===== src/rtl/shot_renderer.sv =====
// rtl/shot_renderer.sv - serial pixel renderer for up to NUM_SHOTS vertical bullet sprites.
// Optional y clipping against SCREEN_H is compiled in with SHOT_RENDER_CLIP_EN.
module shot_renderer #(
  parameter int         NUM_SHOTS   = 4,
  parameter int         SHOT_LEN    = 2,
  parameter int         COORD_W     = 8,
  parameter int         SCREEN_H    = 120,
  parameter logic [2:0] SHOT_COLOUR = 3'b010
) (
  input  logic                           clock,
  input  logic                           reset,
  input  logic                           start,
  input  logic [NUM_SHOTS*COORD_W-1:0]   shot_x,
  input  logic [NUM_SHOTS*COORD_W-1:0]   shot_y,
  input  logic [NUM_SHOTS-1:0]           shot_valid,
  output logic [COORD_W-1:0]             x,
  output logic [COORD_W-1:0]             y,
  output logic [2:0]                     colour,
  output logic                           plot,
  output logic                           busy,
  output logic                           done
);

  localparam int IDX_W = (NUM_SHOTS > 1) ? $clog2(NUM_SHOTS) : 1;
  localparam int K_W   = (SHOT_LEN > 1) ? $clog2(SHOT_LEN) : 1;
  localparam logic [IDX_W-1:0] LAST_IDX = IDX_W'(NUM_SHOTS - 1);
  localparam logic [K_W-1:0]   LAST_K   = K_W'(SHOT_LEN - 1);

  if (NUM_SHOTS < 1 || NUM_SHOTS > 16 || SHOT_LEN < 1 || SHOT_LEN > 8 || SCREEN_H < 1) begin : g_bad_cfg
    $error("shot_renderer: parameter out of range");
  end

  typedef enum logic [1:0] {
    IDLE,
    SCAN,
    DRAW,
    FINISH
  } state_t;

  state_t                       state_q, state_d;
  logic [IDX_W-1:0]             idx_q, idx_d;
  logic [K_W-1:0]               k_q, k_d;
  logic [NUM_SHOTS*COORD_W-1:0] snap_x_q, snap_x_d;
  logic [NUM_SHOTS*COORD_W-1:0] snap_y_q, snap_y_d;
  logic [NUM_SHOTS-1:0]         snap_valid_q, snap_valid_d;
  logic [COORD_W-1:0]           x_q, x_d;
  logic [COORD_W-1:0]           y_q, y_d;
  logic [2:0]                   colour_q, colour_d;
  logic                         plot_q, plot_d;
  logic                         busy_q, busy_d;
  logic                         done_q, done_d;

  logic [COORD_W-1:0] cur_x;
  logic [COORD_W-1:0] cur_y;
  logic               cur_valid;
  logic [COORD_W-1:0] pix_y;
  logic               pix_ok;

  assign cur_x     = snap_x_q[int'(idx_q)*COORD_W +: COORD_W];
  assign cur_y     = snap_y_q[int'(idx_q)*COORD_W +: COORD_W];
  assign cur_valid = snap_valid_q[idx_q];

`ifdef SHOT_RENDER_CLIP_EN
  localparam logic [COORD_W:0] SCREEN_H_W = (COORD_W + 1)'(SCREEN_H);
  logic [COORD_W:0] y_sum_w;

  // Carry bit kept so rows that run past the coordinate range are dropped, not wrapped.
  assign y_sum_w = {1'b0, cur_y} + (COORD_W + 1)'(k_q);
  assign pix_y   = y_sum_w[COORD_W-1:0];
  assign pix_ok  = !y_sum_w[COORD_W] && (y_sum_w < SCREEN_H_W);
`else
  assign pix_y  = cur_y + COORD_W'(k_q);
  assign pix_ok = 1'b1;
`endif

  always_comb begin
    state_d      = state_q;
    idx_d        = idx_q;
    k_d          = k_q;
    snap_x_d     = snap_x_q;
    snap_y_d     = snap_y_q;
    snap_valid_d = snap_valid_q;
    x_d          = x_q;
    y_d          = y_q;
    colour_d     = 3'b000;
    plot_d       = 1'b0;
    busy_d       = busy_q;
    done_d       = 1'b0;

    case (state_q)
      IDLE: begin
        busy_d = 1'b0;
        if (start) begin
          snap_x_d     = shot_x;
          snap_y_d     = shot_y;
          snap_valid_d = shot_valid;
          idx_d        = '0;
          k_d          = '0;
          busy_d       = 1'b1;
          state_d      = SCAN;
        end
      end

      SCAN: begin
        if (cur_valid) begin
          k_d     = '0;
          state_d = DRAW;
        end else if (idx_q == LAST_IDX) begin
          state_d = FINISH;
        end else begin
          idx_d = idx_q + 1'b1;
        end
      end

      DRAW: begin
        // A clipped row still takes its cycle so frame timing never depends on position.
        if (pix_ok) begin
          x_d      = cur_x;
          y_d      = pix_y;
          colour_d = SHOT_COLOUR;
          plot_d   = 1'b1;
        end
        if (k_q == LAST_K) begin
          if (idx_q == LAST_IDX) begin
            state_d = FINISH;
          end else begin
            idx_d   = idx_q + 1'b1;
            state_d = SCAN;
          end
        end else begin
          k_d = k_q + 1'b1;
        end
      end

      FINISH: begin
        done_d  = 1'b1;
        busy_d  = 1'b0;
        state_d = IDLE;
      end

      default: begin
        busy_d  = 1'b0;
        state_d = IDLE;
      end
    endcase
  end

  always_ff @(posedge clock or posedge reset) begin
    if (reset) begin
      state_q      <= IDLE;
      idx_q        <= '0;
      k_q          <= '0;
      snap_x_q     <= '0;
      snap_y_q     <= '0;
      snap_valid_q <= '0;
      x_q          <= '0;
      y_q          <= '0;
      colour_q     <= 3'b000;
      plot_q       <= 1'b0;
      busy_q       <= 1'b0;
      done_q       <= 1'b0;
    end else begin
      state_q      <= state_d;
      idx_q        <= idx_d;
      k_q          <= k_d;
      snap_x_q     <= snap_x_d;
      snap_y_q     <= snap_y_d;
      snap_valid_q <= snap_valid_d;
      x_q          <= x_d;
      y_q          <= y_d;
      colour_q     <= colour_d;
      plot_q       <= plot_d;
      busy_q       <= busy_d;
      done_q       <= done_d;
    end
  end

  assign x      = x_q;
  assign y      = y_q;
  assign colour = colour_q;
  assign plot   = plot_q;
  assign busy   = busy_q;
  assign done   = done_q;

endmodule


===== config.mk =====
export PLATFORM = sky130hd
export DESIGN_NAME = shot_renderer
export DESIGN_NICKNAME = d
export VERILOG_FILES = /design/src/rtl/shot_renderer.sv
export SDC_FILE = /design/constraint.sdc
export NUM_CORES = 1
export LEC_CHECK = 0
export ABC_CLOCK_PERIOD_IN_PS = 3250
export CORE_AREA = 2 2 80 113
export CTS_CLUSTER_SIZE = 8
export DETAILED_ROUTE_END_ITERATION = 8
export DIE_AREA = 0 0 82 115
export PLACE_DENSITY = 0.79
export SLEW_MARGIN = 10
export SYNTH_ARGS = -nofsm -noshare
export SYNTH_HDL_FRONTEND = slang
export SYNTH_SLANG_ARGS = --single-unit

===== constraint.sdc =====
create_clock -name clock -period 3.25 [get_ports clock]
set_input_delay 0.65 -clock clock [delete_from_list [all_inputs] [get_ports clock]]
set_output_delay 0.65 -clock clock [all_outputs]
set_load 0.05 [all_outputs]

==> results of run 1 <==
-- layout make-up --
cell class,count,share of cell area (%)
clock buffer,12,4.76
clock inverter,2,0.650
inverter,6,0.441
multi-input combinational,157,31.3
sequential,92,42.7
tap,105,2.44
timing repair buffer,97,17.7
-- per-layer routing --
layer  vias up  track usage, %
li1       1161               -
met1      1253            23.6
met2        66            31.1
met3        12            4.87
met4         0            7.67
met5         -               0
-- power groups by stage --
stage | Combinational, mW | Sequential [mW] | Clock [mW]
6_report | 2.50 | 2.09 | 1.02
2_1_floorplan | 1.56 | 2.37 | 0
3_5_place_dp | 2.50 | 2.11 | 0
3_3_place_gp | 2.44 | 2.07 | 0
5_1_grt | 2.69 | 2.16 | 1.10
4_1_cts | 2.52 | 2.09 | 1.05
-- metrics by stage --
step	setup slack (ns)	cells
after global placement	0.977	457
after detailed placement	0.969	457
after global routing	0.804	471
after floorplan	0.208	272
after CTS	0.895	471
final	0.929	471
-- worst min path at each step --
stage / to / start / cells past startpoint
CTS: snap_y_q[13]$_DFFE_PP0P_ / snap_y_q[13]$_DFFE_PP0P_ / 1
detailed placement: snap_y_q[13]$_DFFE_PP0P_ / snap_y_q[13]$_DFFE_PP0P_ / 1
finish: snap_y_q[13]$_DFFE_PP0P_ / snap_y_q[13]$_DFFE_PP0P_ / 1
global route: snap_y_q[13]$_DFFE_PP0P_ / snap_y_q[13]$_DFFE_PP0P_ / 1
floorplan: snap_y_q[11]$_DFFE_PP0P_ / snap_y_q[11]$_DFFE_PP0P_ / 1
global placement: busy$_DFFE_PP0P_ / busy$_DFFE_PP0P_ / 2
-- cell families after synthesis --
family	synth area share [%]
buffers and inverters	2.81
adder cells (fa/ha/maj)	2.44
flip-flops	56.2
multiplexers	32.0
XOR/XNOR	0.641
other	0.0915
AND/OR/NAND/NOR	3.48
AO/OA/AOI/OAI	2.41
-- sequential cells by signal, summed over array words and instances (netlist names), 2 cells and up --
name,count
x,8
snap_x_q,32
y,8
idx_q,2
state_q,2
snap_valid_q,4
snap_y_q,32
-- placed cells by master (no fill, tap or decap), types with 2 or more instances in the layout --
cell,netlist,layout
mux2i_1,3,3
nand3_1,3,3
or3_1,3,3
xor2_1,2,2
clkinv_2,0,2
buf_4,4,7
nand2_1,8,7
mux2_2,78,78
inv_1,6,5
nand4_1,2,2
ha_1,8,8
a21oi_1,5,5
clkdlybuf4s50_1,0,90
a31oi_1,6,6
conb_1,1,2
clkbuf_16,0,9
nor2_1,8,8
dfrtp_1,92,92
nand2b_1,2,2
clkbuf_8,0,2
mux4_2,12,12
o21ai_0,4,4
mux4_1,5,5
==> impl_metrics.ini, run 1 <==
[global_routing]
grt.overflow.total = 0
grtUsageTotal_pct = 18.9
first_global_vias = 2748
grt_first_pass_wirelength_um = 13100
grt_max_degree = 50
antenna_found_initial = 0

[setup_path]
crit_chain = mux4_2 -> ha_1 -> ha_1 -> nand3_1 -> xor2_1 -> a21oi_1
r2r_start = idx_q[0]$_DFFE_PP0P_
critPathCaptureType = register
r2r_end = y[4]$_DFFE_PP0N_
rr_worst_depth = 6
required_ns = 3.45
reg2reg_slack_ns = 0.93
crit_buf_inv = 0
worstSetupPathDepth = 6
crit_arrival_ns = 2.52
startpoint = idx_q[0]$_DFFE_PP0P_
crit_family = flip-flops
cp_max_fo = 14
endpoint = y[4]$_DFFE_PP0N_
crit_top_cell = ha_1
crit_path_start_kind = register
max_stage_delay_ns = 0.78
cpMaxStageDelayCell = dfrtp_1
critical_path_class = register to register

[placed_design]
io_buffers = 90
hpwl_um = 5850
finalWeightedCongestion = 0.803
placed_cell_area_mm2 = 0.00510

[clock_tree]
cts_made_buffers = 9
holdBufCountCts = 0
cts_setup_buffers = 0
cts_tree = built
clkSinkCount = 92
cts-resized-gates = 0
cts_htree_levels = 3
clock-root-buffer = clkbuf_16
clk_latency_ns = 0.33
cts.clk_slew.worst_paths_ns = 0.06
clockBufferDepth = 2

[die]
die_width_um = 82
initial_core_util_pct = 48.7
rows = 40
dieArea_mm2 = 0.00943
die_y_um = 115
core_mm2 = 0.00841
ios = 93

[power]
ir_drop_v = 0.000528
seqPwrFrac_pct = 37.2
report.power.total_mw = 5.61
sw_frac_of_total_pct = 34.6
p_leak_nw = 2.27
combPwrFrac_pct = 44.6
p_switching_mw = 1.94
clock_power_share_pct = 18.2
powerDensity_mw_per_mm2 = 1040
intPower_mw = 3.67

[route]
wire_per_inst_um = 17.0
vias_per_cell = 5.29
top_layer = met4
post-route-drc-count = 0
dr.pass1.iters = 4
wl_um = 8020
wl_met1_um = 3320
ant_nets = 0
wl_met3_um = 324
wl_met2_um = 4180
via_count = 2492
dr.first_iter.drc_count = 163

[yosys]
ys.flop_type = dfrtp_1
yosysTopAreaCellShare_pct = 56.2
synth_commonest_cells = dfrtp_1 (92), mux2_2 (78), mux4_2 (12)
ys_seq_area_share_pct = 56.2
avgSynthCellArea_um2 = 15.1
synth_top_cells_by_area = dfrtp_1 (56%), mux2_2 (21%), mux4_2 (6.6%), mux4_1 (3.2%), ha_1 (2.4%)
synth_area_leader_cell = dfrtp_1
synthArstFlopShare_pct = 100
synth-edff-count = 0
yosysMostFrequentCell = dfrtp_1
ys_warn_count = 0
syn_inst = 271
syn-cell-area_mm2 = 0.00410
yosys_register_bits = 92
yosysUniqueCellTypes = 29

[sta]
skew_ns = 0.00545
fmax_mhz = 431
period_needed_ns = 2.32
rsz0062_at_grt = no
setup-violations-final = 0
setup_tns_ns = 0
holdWs_ns = 0.496
worstMarginPinSlew_ns = 0.688
fin_crit_sh_pct = 71.4
hold_viol = 0
maxSlewViolCount = 0
slew_headroom_pct = 54.2

[final_layout]
multi_input_area_mm2 = 0.00169
drive_above_1_share_pct = 30.9
fillers = 632
nets = 442
register_area_mm2 = 0.00230
final_core_util_pct = 64.1
n_antenna_cell = 0
area_delta_synth_final_pct = 31.5
final_area_mm2 = 0.00539

[min_path]
worstHoldPathType = register to register

[run]
drv_cap = 0

[status]
status = finished clean
(Power assumes the default switching activity.)
==> run 2: changes to the inputs <==
--- a/config.mk
+++ b/config.mk
@@ -5,7 +5,7 @@
 export SDC_FILE = /design/constraint.sdc
 export NUM_CORES = 1
 export LEC_CHECK = 0
-export ABC_CLOCK_PERIOD_IN_PS = 3250
+export ABC_CLOCK_PERIOD_IN_PS = 2400
 export CORE_AREA = 2 2 80 113
 export CTS_CLUSTER_SIZE = 8
 export DETAILED_ROUTE_END_ITERATION = 8
==> constraint.sdc (replaced) <==
create_clock -name clock -period 2.4 [get_ports clock]
set_input_delay 0.48 -clock clock [delete_from_list [all_inputs] [get_ports clock]]
set_output_delay 0.48 -clock clock [all_outputs]
set_load 0.05 [all_outputs]
==> run 2 against run 1 <==
Routed wire length rose by 2.7%. Register-to-register slack got worse by 0.49 ns. Cell count up 0.85%. Via count rose by 2.3%. Final area up 1.4%. Non-clock buffer count increased by 2. Global-route usage grew 0.66 points. Clock power rose by 45%. Critical path depth decreased by 5. Sequential cell count unchanged. Critical path type is now register to output port. Utilization rose by 0.88 points.
==> impl_metrics.ini, run 2 (synthesized netlist as in run 1, its figures left out) <==
[sta]
fin_crit_sh_pct = 83.4
skew_ns = 0.00569
holdWs_ns = 0.492
setup-violations-final = 0
rsz0062_at_grt = no
period_needed_ns = 2.00
fmax_mhz = 499
hold_viol = 0
maxSlewViolCount = 0
slew_headroom_pct = 63.9
worstMarginPinSlew_ns = 0.540
setup_tns_ns = 0

[final_layout]
multi_input_area_mm2 = 0.00169
reg.largest.list = snap_x_q: 32 flops, snap_y_q: 32 flops
area_delta_synth_final_pct = 33.3
drive_above_1_share_pct = 31.9
nets = 444
n_antenna_cell = 0
final_core_util_pct = 65.0
fillers = 639
final_common_cell = dfrtp_1
register_area_mm2 = 0.00230
final_cells = 475
final_cell_mix = dfrtp_1 (92), clkdlybuf4s50_1 (90), mux2_2 (78)

[global_routing]
grt_max_degree = 93
grt_first_pass_wirelength_um = 13500
first_global_vias = 2696
grtUsageTotal_pct = 19.5
grt.overflow.total = 0
antenna_found_initial = 0

[setup_path]
crit_arrival_ns = 1.52
cp_max_fo = 2
crit_chain = clkdlybuf4s50_1
max_stage_delay_ns = 0.81
critPathCaptureType = output port
crit_family = buffers and inverters
critical_path_class = register to output port
cpMaxStageDelayCell = clkdlybuf4s50_1
crit_buf_inv = 1
required_ns = 1.92
crit_path_start_kind = register

[die]
ios = 93
die_width_um = 82
initial_core_util_pct = 48.7
die_y_um = 115
core_mm2 = 0.00841
rows = 40
dieArea_mm2 = 0.00943

[min_path]
worstHoldPathType = register to register

[power]
intPower_mw = 5.08
powerDensity_mw_per_mm2 = 1420
ir_drop_v = 0.000753
p_leak_nw = 2.30
sw_frac_of_total_pct = 34.5
seqPwrFrac_pct = 36.2
combPwrFrac_pct = 44.7
clock_power_share_pct = 19.0
report.power.total_mw = 7.75
p_switching_mw = 2.68

[placed_design]
hpwl_um = 5750
io_buffers = 90
dp.cells = 459
finalWeightedCongestion = 0.812

[clock_tree]
cts_made_buffers = 9
clk_latency_ns = 0.34
clkSinkCount = 92
cts_htree_levels = 3
cts_setup_buffers = 0
clock-root-buffer = clkbuf_16
holdBufCountCts = 0
cts.clk_slew.worst_paths_ns = 0.06
clockBufferDepth = 2
cts_tree = built
cts-resized-gates = 0

[status]
status = finished clean

[run]
drv_cap = 0

[route]
via_count = 2550
dr.first_iter.drc_count = 128
wl_um = 8230
vias_per_cell = 5.37
wire_per_inst_um = 17.3
dr.pass1.iters = 4
ant_nets = 0
post-route-drc-count = 0
-- run 2: metrics by stage --
stage,cell area (µm²),setup slack (ns)
after floorplan,4110,0.284
after global placement,5140,0.446
after detailed placement,5140,0.435
after CTS,5460,0.380
after global routing,5460,0.281
final,5460,0.398
-- run 2: final cells by class --
class	count	area share (%)
Clock buffer	13	5.13
Clock inverter	3	0.779
Inverter	6	0.481
Multi-Input combinational cell	157	30.9
Sequential cell	92	42.1
Tap cell	105	2.40
Timing Repair Buffer	99	18.2
-- run 2: metal layers --
layer | vias to the layer above | routed length, µm | track usage, %
met4 | 0 | 201 | 9.56
li1 | 1174 | - | -
met1 | 1303 | 3230 | 23.6
met2 | 59 | 4500 | 33.2
met3 | 14 | 298 | 3.53
met5 | - | 0 | 0
-- run 2: final timing paths --
kind,slack [ns],to,depth (start not counted),startpoint
max reg2reg,0.44,y[5]$_DFFE_PP0N_,4,idx_q[0]$_DFFE_PP0P_
min reg2reg,0.49,busy$_DFFE_PP0P_,2,busy$_DFFE_PP0P_
min,0.49,busy$_DFFE_PP0P_,2,busy$_DFFE_PP0P_
min in group asynchronous,0.62,snap_x_q[2]$_DFFE_PP0P_,3,reset
max,0.40,x[1],1,x[1]$_DFFE_PP0N_
max in group asynchronous,1.39,y[7]$_DFFE_PP0N_,3,reset
-- run 2: power by group through the flow --
stage	Combinational (mW)	Clock [mW]	Sequential, mW
CTS	3.51	1.51	2.81
global route	3.75	1.59	2.91
finish	3.47	1.48	2.81
global placement	3.40	0	2.76
detailed placement	3.48	0	2.81
floorplan	2.11	0	3.21
==> run 3: changes to the inputs <==
==> config.mk (replaced) <==
export PLATFORM = sky130hd
export DESIGN_NAME = shot_renderer
export DESIGN_NICKNAME = d
export VERILOG_FILES = /design/src/rtl/shot_renderer.sv
export SDC_FILE = /design/constraint.sdc
export NUM_CORES = 1
export LEC_CHECK = 0
export ABC_CLOCK_PERIOD_IN_PS = 1700
export CORE_AREA = 2 2 84 118
export CTS_CLUSTER_SIZE = 8
export DETAILED_ROUTE_END_ITERATION = 8
export DIE_AREA = 0 0 86 120
export PLACE_DENSITY = 0.76
export SLEW_MARGIN = 10
export SYNTH_ARGS = -nofsm -noshare
export SYNTH_HDL_FRONTEND = slang
export SYNTH_SLANG_ARGS = --single-unit
==> constraint.sdc (replaced) <==
create_clock -name clock -period 1.7 [get_ports clock]
set_input_delay 0.34 -clock clock [delete_from_list [all_inputs] [get_ports clock]]
set_output_delay 0.34 -clock clock [all_outputs]
set_load 0.05 [all_outputs]
==> run 3 against run 2 <==
Final area grew 1.4%. Count of clock-buffer cells in the layout grew 2. Global-route usage shrank 1.7 points. Worst setup slack lost 0.49 ns. First-iteration DRC count shrank 21%. Die area grew 9.4%. Largest power group unchanged. Sequential share of layout area shrank 0.57 points. Cell count grew 3.4%. Combinational power grew 53%. Routed wire length grew 2.3%. Power grew 43%. Critical endpoint is now y[2]$_DFFE_PP0N_. The run now ends with setup timing left. Non-clock buffer count grew 11.
==> impl_metrics.ini, run 3 (synthesized netlist as in run 1, its figures left out) <==
[final_layout]
final_cell_mix = dfrtp_1 (91), mux2_2 (76), clkdlybuf4s50_1 (70)
final_area_mm2 = 0.00554
reg.largest.list = snap_x_q: 32 flops, snap_y_q: 32 flops
drive_above_1_share_pct = 42.0
fillers = 726
final_common_cell = dfrtp_1
multi_input_area_mm2 = 0.00175
area_delta_synth_final_pct = 35.2
nets = 455
register_area_mm2 = 0.00230
n_antenna_cell = 0
final_core_util_pct = 59.6

[setup_path]
cpMaxStageDelayCell = mux4_2
crit_family = multiplexers
crit_chain = mux4_2 -> ha_4 -> ha_4 -> buf_4 -> xnor2_1 -> a21oi_1
required_ns = 1.92
crit_buf_inv = 1
cp_max_fo = 4
critPathCaptureType = register
crit_top_cell = ha_4
critical_path_class = register to register
crit_path_start_kind = register
max_stage_delay_ns = 0.54
crit_arrival_ns = 2.01

[power]
ir_drop_v = 0.000920
p_leak_nw = 2.35
powerDensity_mw_per_mm2 = 2000

[sta]
skew_ns = 0.00386
period_needed_ns = 1.79
fin_crit_sh_pct = 105
maxSlewViolCount = 0
hold_viol = 0
fmax_mhz = 558
worst_slack_ns = -0.0918
setup-violations-final = 7
rsz0062_at_grt = yes

[clock_tree]
cts_htree_levels = 3
clockBufferDepth = 2
clock-root-buffer = clkbuf_16
cts_tree = built
cts_made_buffers = 9
clk_latency_ns = 0.34
clkSinkCount = 92
cts.clk_slew.worst_paths_ns = 0.06
holdBufCountCts = 0

[route]
dr.first_iter.drc_count = 101
ant_nets = 0
via_count = 2539
dr.pass1.iters = 4
post-route-drc-count = 0
wire_per_inst_um = 17.2
wl_um = 8420
vias_per_cell = 5.17

[die]
die_y_um = 120
rows = 42
die_width_um = 86
initial_core_util_pct = 44.1
ios = 93
dieArea_mm2 = 0.0103
core_mm2 = 0.00930

[status]
status = finished, violations left
violations = setup timing

[global_routing]
first_global_vias = 2685
antenna_found_initial = 0
grt_first_pass_wirelength_um = 13900
grt.overflow.total = 0
grt_max_degree = 57
grtUsageTotal_pct = 17.9

[placed_design]
hpwl_um = 6250
io_buffers = 90
finalWeightedCongestion = 0.844
placed_cell_area_mm2 = 0.00525

[run]
drv_cap = 0

[min_path]
worstHoldPathType = input pin to asynchronous set/reset pin
-- run 3: cell types whose count changed in the layout (fill, tap and decap cells not counted), moves of 3 or more --
cell             change
buf_12               +3
buf_4               +28
clkbuf_1             +5
clkbuf_8             -3
clkdlybuf4s50_1     -20
mux4_1               -4
mux4_2               +4
nand3_1              -3
nand3_2              +3
-- run 3: path summary, 6_finish.rpt --
check / start / to / slack [ns] / cells past startpoint
max: idx_q[0]$_DFFE_PP0P_ / y[2]$_DFFE_PP0N_ / -0.09 / 6
min: reset / snap_x_q[16]$_DFFE_PP0P_ / 0.30 / 2
max reg2reg: idx_q[0]$_DFFE_PP0P_ / y[2]$_DFFE_PP0N_ / -0.09 / 6
min reg2reg: snap_x_q[19]$_DFFE_PP0P_ / snap_x_q[19]$_DFFE_PP0P_ / 0.50 / 1
max in group asynchronous: reset / idx_q[0]$_DFFE_PP0P_ / 0.83 / 3
min in group clock: snap_x_q[19]$_DFFE_PP0P_ / snap_x_q[19]$_DFFE_PP0P_ / 0.50 / 1
-- run 3: per-layer routing --
| metal | track usage, % | share of wire, % | vias to the layer above |
|---|---|---|---|
| met5 | 0 | 0 | - |
| met3 | 4.61 | 4.5 | 9 |
| li1 | - | - | 1187 |
| met2 | 28.6 | 52 | 59 |
| met4 | 7.64 | 1.7 | 0 |
| met1 | 22.9 | 42 | 1284 |
-- run 3: power breakdown --
| part | internal, mW | switching [mW] |
|---|---|---|
| clock | 1.03 | 0.759 |
| sequential | 3.34 | 0.664 |
| combinational | 2.78 | 2.51 |
| total | 7.15 | 3.94 |
-- run 3: per-stage QoR --
| stage | power [mW] | setup TNS (ns) | cells | hold slack [ns] | worst slack (ns) |
|---|---|---|---|---|---|
| floorplan | 7.68 | -1.37 | 272 | 0.470 | -0.220 |
| global placement | 8.99 | -0.494 | 473 | 0.473 | -0.106 |
| detailed placement | 9.18 | -1.03 | 473 | 0.490 | -0.183 |
| CTS | 11.1 | -0.368 | 490 | 0.292 | -0.104 |
| global route | 11.8 | -0.966 | 491 | 0.310 | -0.181 |
| finish | 11.1 | -0.366 | 491 | 0.299 | -0.0918 |
-- run 3: timing repair --
item	CTS	global route
resized for setup	5	6
endpoints found under the setup margin	9	9
setup buffers	1	1
pin swaps	3	3
hold endpoints to repair	0	0
-- run 3: layout make-up --
class / count / area share, %
clock buffer: 15 / 4.65
clock inverter: 1 / 0.135
inverter: 6 / 0.474
multi-input combinational: 157 / 31.5
sequential: 92 / 41.6
tap: 110 / 2.48
timing repair buffer: 110 / 19.2
